[src/rtl/alu_pkg.sv]
// Shared definitions for the byte-framed ALU controller: opcode values,
// controller state encoding and an opcode-support helper.
package alu_pkg;

    localparam int OPC_W = 6;

    localparam logic [OPC_W-1:0] OP_ADD = 6'b100000;
    localparam logic [OPC_W-1:0] OP_SUB = 6'b100010;
    localparam logic [OPC_W-1:0] OP_AND = 6'b100100;
    localparam logic [OPC_W-1:0] OP_OR  = 6'b100101;
    localparam logic [OPC_W-1:0] OP_XOR = 6'b100110;
    localparam logic [OPC_W-1:0] OP_SRA = 6'b000011;
    localparam logic [OPC_W-1:0] OP_SRL = 6'b000010;
    localparam logic [OPC_W-1:0] OP_NOR = 6'b100111;

    typedef enum logic [2:0] {
        ST_GET_A  = 3'd0,
        ST_GET_B  = 3'd1,
        ST_GET_OP = 3'd2,
        ST_EXEC   = 3'd3,
        ST_SEND   = 3'd4
    } state_e;

    // True when the ALU implements the given opcode.
    function automatic logic is_supported_op(input logic [OPC_W-1:0] op);
        logic ok;
        case (op)
            OP_ADD, OP_SUB, OP_AND, OP_OR,
            OP_XOR, OP_SRA, OP_SRL, OP_NOR: ok = 1'b1;
            default:                        ok = 1'b0;
        endcase
        return ok;
    endfunction

endpackage

[src/rtl/alu_ctrl_alu.sv]
// Combinational ALU: eight operations on unsigned NB_DATA-bit operands,
// results wrap modulo 2^NB_DATA, unknown opcodes produce zero.
module alu_ctrl_alu
    import alu_pkg::*;
#(
    parameter int NB_DATA   = 8,
    parameter int NB_OPCODE = 6
) (
    input  logic [NB_DATA-1:0]   a_i,
    input  logic [NB_DATA-1:0]   b_i,
    input  logic [NB_OPCODE-1:0] op_i,
    output logic [NB_DATA-1:0]   result_o
);

    // Shift amounts at or beyond the operand width saturate explicitly.
    localparam logic [NB_DATA:0] SHIFT_LIMIT = (NB_DATA+1)'(NB_DATA);

    logic               shift_sat_s;
    logic [OPC_W-1:0]   op_s;
    logic [NB_DATA-1:0] result_s;

    assign shift_sat_s = ({1'b0, b_i} >= SHIFT_LIMIT);
    assign op_s        = OPC_W'(op_i);

    // Operation select; anything not decoded yields zero.
    always_comb begin
        result_s = {NB_DATA{1'b0}};
        case (op_s)
            OP_ADD: result_s = a_i + b_i;
            OP_SUB: result_s = a_i - b_i;
            OP_AND: result_s = a_i & b_i;
            OP_OR:  result_s = a_i | b_i;
            OP_XOR: result_s = a_i ^ b_i;
            OP_NOR: result_s = ~(a_i | b_i);
            OP_SRA: begin
                if (shift_sat_s) begin
                    result_s = {NB_DATA{a_i[NB_DATA-1]}};
                end else begin
                    result_s = $unsigned($signed(a_i) >>> b_i);
                end
            end
            OP_SRL: begin
                if (shift_sat_s) begin
                    result_s = {NB_DATA{1'b0}};
                end else begin
                    result_s = a_i >> b_i;
                end
            end
            default: result_s = {NB_DATA{1'b0}};
        endcase
    end

    assign result_o = result_s;

endmodule

[src/rtl/alu_ctrl.sv]
// Frame controller: collects operand A, operand B and opcode bytes, runs the
// ALU for one cycle, then holds the result until the consumer takes it.
// An incomplete frame is abandoned after TIMEOUT_CYC idle cycles.
module alu_ctrl
    import alu_pkg::*;
#(
    parameter int NB_DATA     = 8,
    parameter int NB_OPCODE   = 6,
    parameter int TIMEOUT_CYC = 1000
) (
    input  logic               clk,
    input  logic               rst_n,
    input  logic [NB_DATA-1:0] rx_data,
    input  logic               rx_valid,
    output logic               rx_ready,
    output logic [NB_DATA-1:0] tx_data,
    output logic               tx_valid,
    input  logic               tx_ready,
    output logic               err,
    output logic               timeout
);

    localparam int               CNT_W     = $clog2(TIMEOUT_CYC + 1);
    localparam logic [CNT_W-1:0] CNT_LIMIT = CNT_W'(TIMEOUT_CYC);

    state_e               state_q, state_d;
    logic [NB_DATA-1:0]   a_q, a_d;
    logic [NB_DATA-1:0]   b_q, b_d;
    logic [NB_OPCODE-1:0] op_q, op_d;
    logic [CNT_W-1:0]     cnt_q, cnt_d;
    logic [NB_DATA-1:0]   tx_data_q, tx_data_d;
    logic                 tx_valid_q, tx_valid_d;
    logic                 rx_ready_q, rx_ready_d;
    logic                 err_q, err_d;
    logic                 timeout_q, timeout_d;

    logic                 accept_s;
    logic [CNT_W-1:0]     cnt_inc_s;
    logic [NB_DATA-1:0]   alu_result_s;

    assign accept_s  = rx_valid & rx_ready_q;
    assign cnt_inc_s = cnt_q + {{(CNT_W-1){1'b0}}, 1'b1};

    alu_ctrl_alu #(
        .NB_DATA   (NB_DATA),
        .NB_OPCODE (NB_OPCODE)
    ) u_alu (
        .a_i      (a_q),
        .b_i      (b_q),
        .op_i     (op_q),
        .result_o (alu_result_s)
    );

    // Next-state and datapath decisions. timeout_q is high exactly in the
    // cycle the idle counter sits at its limit; that cycle aborts the frame
    // with rx_ready already low, so the byte presented then is refused.
    always_comb begin
        state_d   = state_q;
        a_d       = a_q;
        b_d       = b_q;
        op_d      = op_q;
        cnt_d     = cnt_q;
        tx_data_d = tx_data_q;
        err_d     = 1'b0;
        timeout_d = 1'b0;
        case (state_q)
            ST_GET_A: begin
                cnt_d = {CNT_W{1'b0}};
                if (accept_s) begin
                    a_d     = rx_data;
                    state_d = ST_GET_B;
                end else begin
                    state_d = ST_GET_A;
                end
            end
            ST_GET_B, ST_GET_OP: begin
                if (timeout_q) begin
                    state_d = ST_GET_A;
                    a_d     = {NB_DATA{1'b0}};
                    b_d     = {NB_DATA{1'b0}};
                    cnt_d   = {CNT_W{1'b0}};
                end else if (accept_s) begin
                    cnt_d = {CNT_W{1'b0}};
                    if (state_q == ST_GET_B) begin
                        b_d     = rx_data;
                        state_d = ST_GET_OP;
                    end else begin
                        op_d    = rx_data[NB_OPCODE-1:0];
                        err_d   = ~is_supported_op(OPC_W'(rx_data[NB_OPCODE-1:0]));
                        state_d = ST_EXEC;
                    end
                end else begin
                    cnt_d     = cnt_inc_s;
                    timeout_d = (cnt_inc_s == CNT_LIMIT);
                end
            end
            ST_EXEC: begin
                tx_data_d = alu_result_s;
                state_d   = ST_SEND;
            end
            ST_SEND: begin
                if (tx_ready) begin
                    state_d = ST_GET_A;
                end else begin
                    state_d = ST_SEND;
                end
            end
            default: begin
                state_d = ST_GET_A;
                cnt_d   = {CNT_W{1'b0}};
            end
        endcase
        tx_valid_d = (state_d == ST_SEND);
        rx_ready_d = ((state_d == ST_GET_A) || (state_d == ST_GET_B) ||
                      (state_d == ST_GET_OP)) && !timeout_d;
    end

    // State, operand and output registers with asynchronous reset.
    always_ff @(posedge clk or negedge rst_n) begin
        if (!rst_n) begin
            state_q    <= ST_GET_A;
            a_q        <= {NB_DATA{1'b0}};
            b_q        <= {NB_DATA{1'b0}};
            op_q       <= {NB_OPCODE{1'b0}};
            cnt_q      <= {CNT_W{1'b0}};
            tx_data_q  <= {NB_DATA{1'b0}};
            tx_valid_q <= 1'b0;
            rx_ready_q <= 1'b1;
            err_q      <= 1'b0;
            timeout_q  <= 1'b0;
        end else begin
            state_q    <= state_d;
            a_q        <= a_d;
            b_q        <= b_d;
            op_q       <= op_d;
            cnt_q      <= cnt_d;
            tx_data_q  <= tx_data_d;
            tx_valid_q <= tx_valid_d;
            rx_ready_q <= rx_ready_d;
            err_q      <= err_d;
            timeout_q  <= timeout_d;
        end
    end

    assign rx_ready = rx_ready_q;
    assign tx_data  = tx_data_q;
    assign tx_valid = tx_valid_q;
    assign err      = err_q;
    assign timeout  = timeout_q;

endmodule

[config.mk]
export PLATFORM = sky130hd
export DESIGN_NAME = alu_ctrl
export DESIGN_NICKNAME = d
export VERILOG_FILES = /design/src/rtl/alu_pkg.sv /design/src/rtl/alu_ctrl_alu.sv /design/src/rtl/alu_ctrl.sv
export SDC_FILE = /design/constraint.sdc
export NUM_CORES = 1
export LEC_CHECK = 0
export CAP_MARGIN = 10
export CORE_MARGIN = 3
export CORE_UTILIZATION = 56
export CTS_BUF_LIST = sky130_fd_sc_hd__clkbuf_2
export CTS_CLUSTER_DIAMETER = 30
export DETAILED_ROUTE_END_ITERATION = 6
export PLACE_DENSITY = 0.84
export RECOVER_POWER = 100
export SLEW_MARGIN = 30
export SYNTH_ARGS = -nofsm -noshare
export SYNTH_HDL_FRONTEND = slang
export SYNTH_SLANG_ARGS = --single-unit
[constraint.sdc]
create_clock -name clk -period 2.8 [get_ports clk]
set_clock_uncertainty 0.2 [all_clocks]
set_input_delay 0.28 -clock clk [delete_from_list [all_inputs] [get_ports clk]]
set_output_delay 0.28 -clock clk [all_outputs]
set_load 0.02 [all_outputs]
Yosys cells after proc, flatten, opt, wreduce, memory -nomap -nowiden
Index checks and enable logic that the tools add are counted.
{"block": "totals", "wordCells": 95, "reg_bits": 47, "input_bits": 12}
{"block": "classes", "magnitude_cmp": 1, "add_sub_neg": 3, "bitwise": 8, "n_shift": 2, "mux": 30, "reduce_logical": 15, "n_eq_ne": 26}
{"cell": "$eq 6x6->1 const B", "n": 12}
{"cell": "$pmux 8 s8", "n": 1}
{"cell": "$mux 8", "n": 7}
{"cell": "$eq 6x2->1 const B", "n": 4}
{"cell": "$mux 10", "n": 2}
{"cell": "$pmux 10 s2", "n": 1}
{"cell": "$pmux 8 s2", "n": 1}
{"cell": "$mux 1", "n": 14}
{"cell": "$pmux 3 s4", "n": 1}
{"cell": "$add 10x1->10 const B", "n": 1}
{"cell": "$eq 10x10->1 const B", "n": 1}
{"cell": "$eq 3x2->1 const B", "n": 3}
{"cell": "$mux 3", "n": 3}
{"cell": "$add 8x8->8", "n": 1}
{"cell": "$and 8x8->8", "n": 1}
{"cell": "$ge 8x4->1 const B", "n": 1}
{"cell": "$not 8->8", "n": 1}
{"cell": "$or 8x8->8", "n": 1}
{"cell": "$reduce_or 8->1", "n": 1}
{"cell": "$shr 8x8->8", "n": 1}
{"cell": "$sshr 8x8->8", "n": 1}
{"cell": "$sub 8x8->8", "n": 1}
{"cell": "$xor 8x8->8", "n": 1}
{"cell": "$eq 3x1->1 const B", "n": 2}
{"cell": "other kinds (12)", "n": 22}

Depth between registers and ports, before layout
{"block": "logic_depth", "ltp_word": 12, "depth_mapped": 13, "depth_no_buf": 11}

Hierarchy
From an unflattened synthesis, not the netlist that was laid out.
{"block": "hier_totals", "cells_unflattened": 381, "area_unflattened_um2": 3562.2}
{"mod": "alu_ctrl", "n_inst": 1, "seq_area_each_um2": 1177.4, "cells_each": 165, "area_per_inst_um2": 1988.2}
{"mod": "alu_ctrl_alu", "n_inst": 1, "seq_area_each_um2": 0.0, "cells_each": 216, "area_per_inst_um2": 1574.0}

Least setup slack after synthesis
No wires, ideal clock.
{"block": "synth_path", "path_type": "register -> register", "start": "register b_q[1]", "end": "register tx_data_q[6], in the netlist tx_data[6]", "t_arrival_ns": 2.736, "stages_incl_launch_ff": 13, "path_slack_ns": -0.224, "n_path_buf": 2, "period_less_slack_ns": 3.024, "cell_sequence": "dfrtp_1 -> clkbuf_1 -> clkbuf_1 -> inv_1 -> ha_1 -> mux2i_1 -> fa_1 -> a21o_1 -> a21oi_1 -> o21bai_1 -> a21oi_1 -> a32oi_1 -> a32oi_1"}
{"block": "synth_via", "elab_chain_len": 3, "elab_cells_between_ends": 8, "cone_classes": "add/sub: 2; order compare: 1; shift: 2; mux: 3"}
{"item": "from (decl)", "line_no": "alu_ctrl.sv:28", "source": "logic [NB_DATA-1:0] b_q, b_d;"}
{"item": "from (signal assigned)", "line_no": "alu_ctrl.sv:123", "source": "b_q <= {NB_DATA{1'b0}};"}
{"item": "$ge 8x4->1 (tied with other cells)", "line_no": "alu_ctrl_alu.sv:22", "source": "assign shift_sat_s = ({1'b0, b_i} >= SHIFT_LIMIT);"}
{"item": "$mux 8, on equally long branches", "line_no": "alu_ctrl_alu.sv:43, alu_ctrl_alu.sv:36"}
{"item": "$pmux 8 s8 (*)", "line_no": "alu_ctrl_alu.sv:28", "source": "case (op_s)"}
{"item": "to (signal assigned)", "line_no": "alu_ctrl.sv:126", "source": "tx_data_q <= {NB_DATA{1'b0}};"}
{"item": "to (signal assigned)", "line_no": "alu_ctrl.sv:137", "source": "tx_data_q <= tx_data_d;"}
{"item": "to (decl)", "line_no": "alu_ctrl.sv:31", "source": "logic [NB_DATA-1:0] tx_data_q, tx_data_d;"}
Mark *: on every way between the ends. The rest lies on a longest branch, timed or not.
A chain may end at the register's enable or synchronous reset.

Worst setup path after layout
{"block": "layout_path", "start": "register op_q[4]", "end": "register tx_data_q[6], in the netlist tx_data[6]"}
{"block": "layout_via", "elab_chain_len": 2, "elab_cells_between_ends": 9, "cone_classes": "eq/ne: 8; mux: 1"}
{"item": "from (decl)", "line_no": "alu_ctrl.sv:29", "source": "logic [NB_OPCODE-1:0] op_q, op_d;"}
{"item": "from (signal assigned)", "line_no": "alu_ctrl.sv:124", "source": "op_q <= {NB_OPCODE{1'b0}};"}
{"item": "from (signal assigned)", "line_no": "alu_ctrl.sv:135", "source": "op_q <= op_d;"}
{"item": "$eq 6x2->1 or $eq 6x6->1 (tied branches)", "line_no": "alu_ctrl_alu.sv:28"}
{"item": "$pmux 8 s8 (*)", "line_no": "alu_ctrl_alu.sv:28"}
Marked as above.

==> run summary <==
* 402 — post-synthesis cell count
* sky130_fd_sc_hd__clkbuf_2 — Clock Root Buffer
* reg2reg — type of the worst setup path
* 377 MHz — Fmax achieved
* 0 — max cap viols
* 5 — CTS buffer count
* 0 — DRC violations left
* 0.102 — clock power share
* tx_data[6] — Reg2Reg Capture Point
* 4.92 mW — overall power consumption
* 0 — final antenna diode count
* 15.0 mm — wire length of the first global-routing pass
* 3347 — number of vias after detailed routing
* 0.106 — layout cells sized above 1
* 24 — I/O pin count
* 0 — Detail Route Antenna Nets
* 6.93 mm — Detail Placement HPWL
* sky130_fd_sc_hd__a32oi_1 — most numerous cell on the critical path
* 6.59 — routed vias/inst
* 14.2% — area added between synthesis and finish
* 0.49 ns — largest incremental delay on the critical path
* 2.85 ns — data arrival time of the critical path
* 3570 um2 — Synth Cell Area
* 471 — Final nets
* 0 — number of failing hold endpoints at the final stage
* 85.8 um — height of the die
* 0.46 ns — insertion delay to the later sink of the worst-skew pair
* 0.672 — final standard cell utilization of the core
* built — TritonCTS clock tree
* 0 — initial antenna violation count
* 0 — Final Setup Violations
* 48 — largest net degree at the start of global routing
* complete, no violations — result of the run
* in2reg — Worst Hold Class
* 1.79 nW — LEAKAGE
* 0 — number of synthesis warnings
* 0.230 — headroom to the max-slew limit
* 6 — First-pass DRT Iterations
* 0.259 — GRT Total Usage
* op_q[4] — source of the critical timing path
* 0 — Post-synth EDFFs
* 0.323 — fraction of post-synthesis cell area in the top cell type by area
* 7360 um2 — Die Outline Area
* 0.0589 — mux cell area share after synthesis
* 47 — synthesized flop and latch total
* 0.947 — fin crit share
* 0.199 — share of synthesized cell area in and, or, nand and nor gates
* 28 — number of cell rows
* 85.8 um — horizontal extent of the die
* 0.330 — register area share after synthesis
* 2 — number of buffers between clock root and the deepest sink
* sky130_fd_sc_hd__dfrtp_1 — library cell with the highest instance count after synthesis
* 0 — Final Slew Violations
* 441 — nets in the synthesized netlist
* sky130_fd_sc_hd__dfrtp_1 (32%), sky130_fd_sc_hd__ha_1 (9.1%), sky130_fd_sc_hd__nand2_1 (4.2%), sky130_fd_sc_hd__a22o_1 (4.2%), sky130_fd_sc_hd__xnor2_1 (3.9%) — most area-consuming cells after synthesis
* 0.169 ns — Fin Hold WS
* tx_data[6] — capturing instance or port of the critical path
* sky130_fd_sc_hd__dfrtp_1 — Crit-path slowest cell
* flip-flop — Setup crit end kind
* 507 — Filler Cell Count
* 0.15 ns — Reg2Reg Setup Slack
* 1.15 ns — Least-Margin Pin Slew
* 2.54 mW — P_int
* nor3_2 > and2_1 > nor2_1 > xnor2_1 > ha_1 > a21o_1 > a21oi_2 > o21bai_1 > a21oi_1 > a32oi_1 > a32oi_1 — worst-path cell chain
* 299 — count of routing violations after the opening detailed-route iteration
* 0 ns — summed negative setup slack over all endpoints
* 0.0540 — parity-gate share of the synthesized area counting xor and xnor cells
* 2.38 mW — net load switching power
* 0.244 — portion of total power attributed to sequential cells
* 64 — distinct cell type count after synthesis
* op_q[4] — R2R Path Start
* 18.5 um — routed wirelength normalized by instance count
* 2995 — vias in the first global route
* 2.65 ns — fin crit period
* 0.654 — combinational power share
* 0.589 — initial cell density of the core
* 2 — maximum level of the CTS H-tree
* 0 — global-route congestion overflow total
* 1.03 — weighted congestion at the end of routability-driven global placement
* 23 — port bufs
* 938 uV — maximum vdd drop
* 0.484 — share of total power consumed by net switching
* sky130_fd_sc_hd__dfrtp_1 — cell taking the most area after synthesis
* flip-flop — category of the worst setup path launch point
* 11 — worst reg-to-reg path cell count
* 8.87 um2 — Post-Syn Area per Cell
* 47 — clk sink count
* 0.215 — complex-gate fraction of the synthesized area
* 1210 nW/um2 — total power density per cell area
* 1.00 — share of synthesized flip-flops with an asynchronous set or reset
* sky130_fd_sc_hd__dfrtp_1 (46), sky130_fd_sc_hd__nand2_1 (40), sky130_fd_sc_hd__nor2_1 (28), sky130_fd_sc_hd__o21ai_0 (27), sky130_fd_sc_hd__ha_1 (26) — Post-synth top cells
* 3.00 ns — data required time at the worst endpoint
* 0.0968 — post-synthesis adder-cell area fraction
* sky130_fd_sc_hd__dfrtp_1 — predominant post-synthesis flop cell
* 9.42 mm — routed wire length
* compound AO/OA/AOI/OAI gates — largest family of logic cells by synthesized area
* 6060 um2 — Core Region
* 0.29 ns — clock edge transition at the registers on the reported setup and hold paths
* 4 — biggest fanout along the worst timing path
[flip-flops by register name, indices dropped and copies added (netlist names)]
| name | cells |
|---|---|
| rx_ready | 1 |
| a_q | 8 |
| b_q | 8 |
| tx_valid | 1 |
| tx_data | 8 |
| timeout | 1 |
| cnt_q | 10 |
| state_q | 3 |
| err | 1 |
| op_q | 6 |
[power groups by stage]
stage | sequential (mW) | combinational (mW) | clock (mW)
2_1_floorplan | 1.21 | 2.22 | 0
3_3_place_gp | 1.19 | 3.02 | 0
3_5_place_dp | 1.20 | 3.10 | 0
4_1_cts | 1.19 | 3.12 | 0.507
5_1_grt | 1.24 | 3.50 | 0.530
6_report | 1.20 | 3.22 | 0.503
[metal layers]
metal  vias up  part of all wire  GRT usage
li1       1536                 -          -
met1      1586              0.44      0.362
met2       185              0.45      0.407
met3        40             0.075     0.0394
met4         0             0.035     0.0993
met5         -                 0          0
[through the flow]
stage / worst slack, ns / area [um2] / cells
2_1_floorplan: 0.0111 / 3570 / 402
3_3_place_gp: 0.0899 / 3930 / 497
3_5_place_dp: 0.0556 / 3930 / 497
4_1_cts: 0.0101 / 4040 / 506
5_1_grt: -0.0236 / 4070 / 508
6_report: 0.149 / 4070 / 508
[critical path: cells and delay by family (launching register included)]
family | cells | cell delay (ns)
AOI/OAI and AO/OA | 6 | 1.02
xor gates and xnor gates | 1 | 0.12
adders and majority gates | 1 | 0.33
DFF | 1 | 0.49
and+or+nand+nor | 3 | 0.45
[cells in the final DEF, fill, tap and decap left out, drive strengths merged, types with 6 or more instances in the layout]
cell	Yosys	layout
dfrtp	46	46
nand2	40	40
nor2	29	29
o21ai	28	28
ha	26	26
inv	21	22
a22o	17	17
buf	5	17
xnor2	16	16
a21oi	14	14
dlygate4sd3	0	13
mux2i	12	12
nor3	12	12
nand3	10	10
clkdlybuf4s50	0	10
nor2b	8	8
o211ai	8	8
clkbuf	15	8
xor2	6	6
nand3b	6	6
mux2	6	6
[cells by family (layout without fill, tap and decap cells)]
| kind of cell | count (synthesis) | count (layout) |
|---|---|---|
| adder cells (fa/ha/maj) | 27 | 27 |
| XOR/XNOR | 22 | 22 |
| AND/OR/NAND/NOR | 135 | 135 |
| buffers and inverters | 42 | 73 |
| AO/OA/AOI/OAI | 110 | 110 |
| flip-flops | 47 | 47 |
| multiplexers | 19 | 19 |
[layout make-up]
class | instances | area (um2) | area share
Clock buffer | 5 | 25.0 | 0.00614
Clock inverter | 3 | 71.3 | 0.0175
Inverter | 22 | 82.6 | 0.0203
Multi-Input combinational cell | 313 | 2250 | 0.553
Sequential cell | 47 | 1180 | 0.289
Tap cell | 75 | 93.8 | 0.0230
Timing Repair Buffer | 43 | 370 | 0.0909
[worst min path at each step]
stage	startpoint	to	slack, ns	cells after the start
2_1_floorplan	rst_n	a_q[0]	-0.22	0
6_report	tx_ready	tx_valid	0.17	2
3_5_place_dp	rst_n	tx_data[2]	0.11	1
5_1_grt	tx_ready	tx_valid	0.18	2
3_3_place_gp	tx_data[3]	tx_data[3]	0.27	2
4_1_cts	rst_n	tx_data[7]	0.12	2
[timing repair]
action / in CTS / in global routing
resized for setup: 0 / 8
setup buffers: 0 / 2
setup endpoints to repair: 0 / 5
hold buffers: 1 / 0
endpoints found under the hold margin: 47 / 0
(Power assumes the default switching activity.)
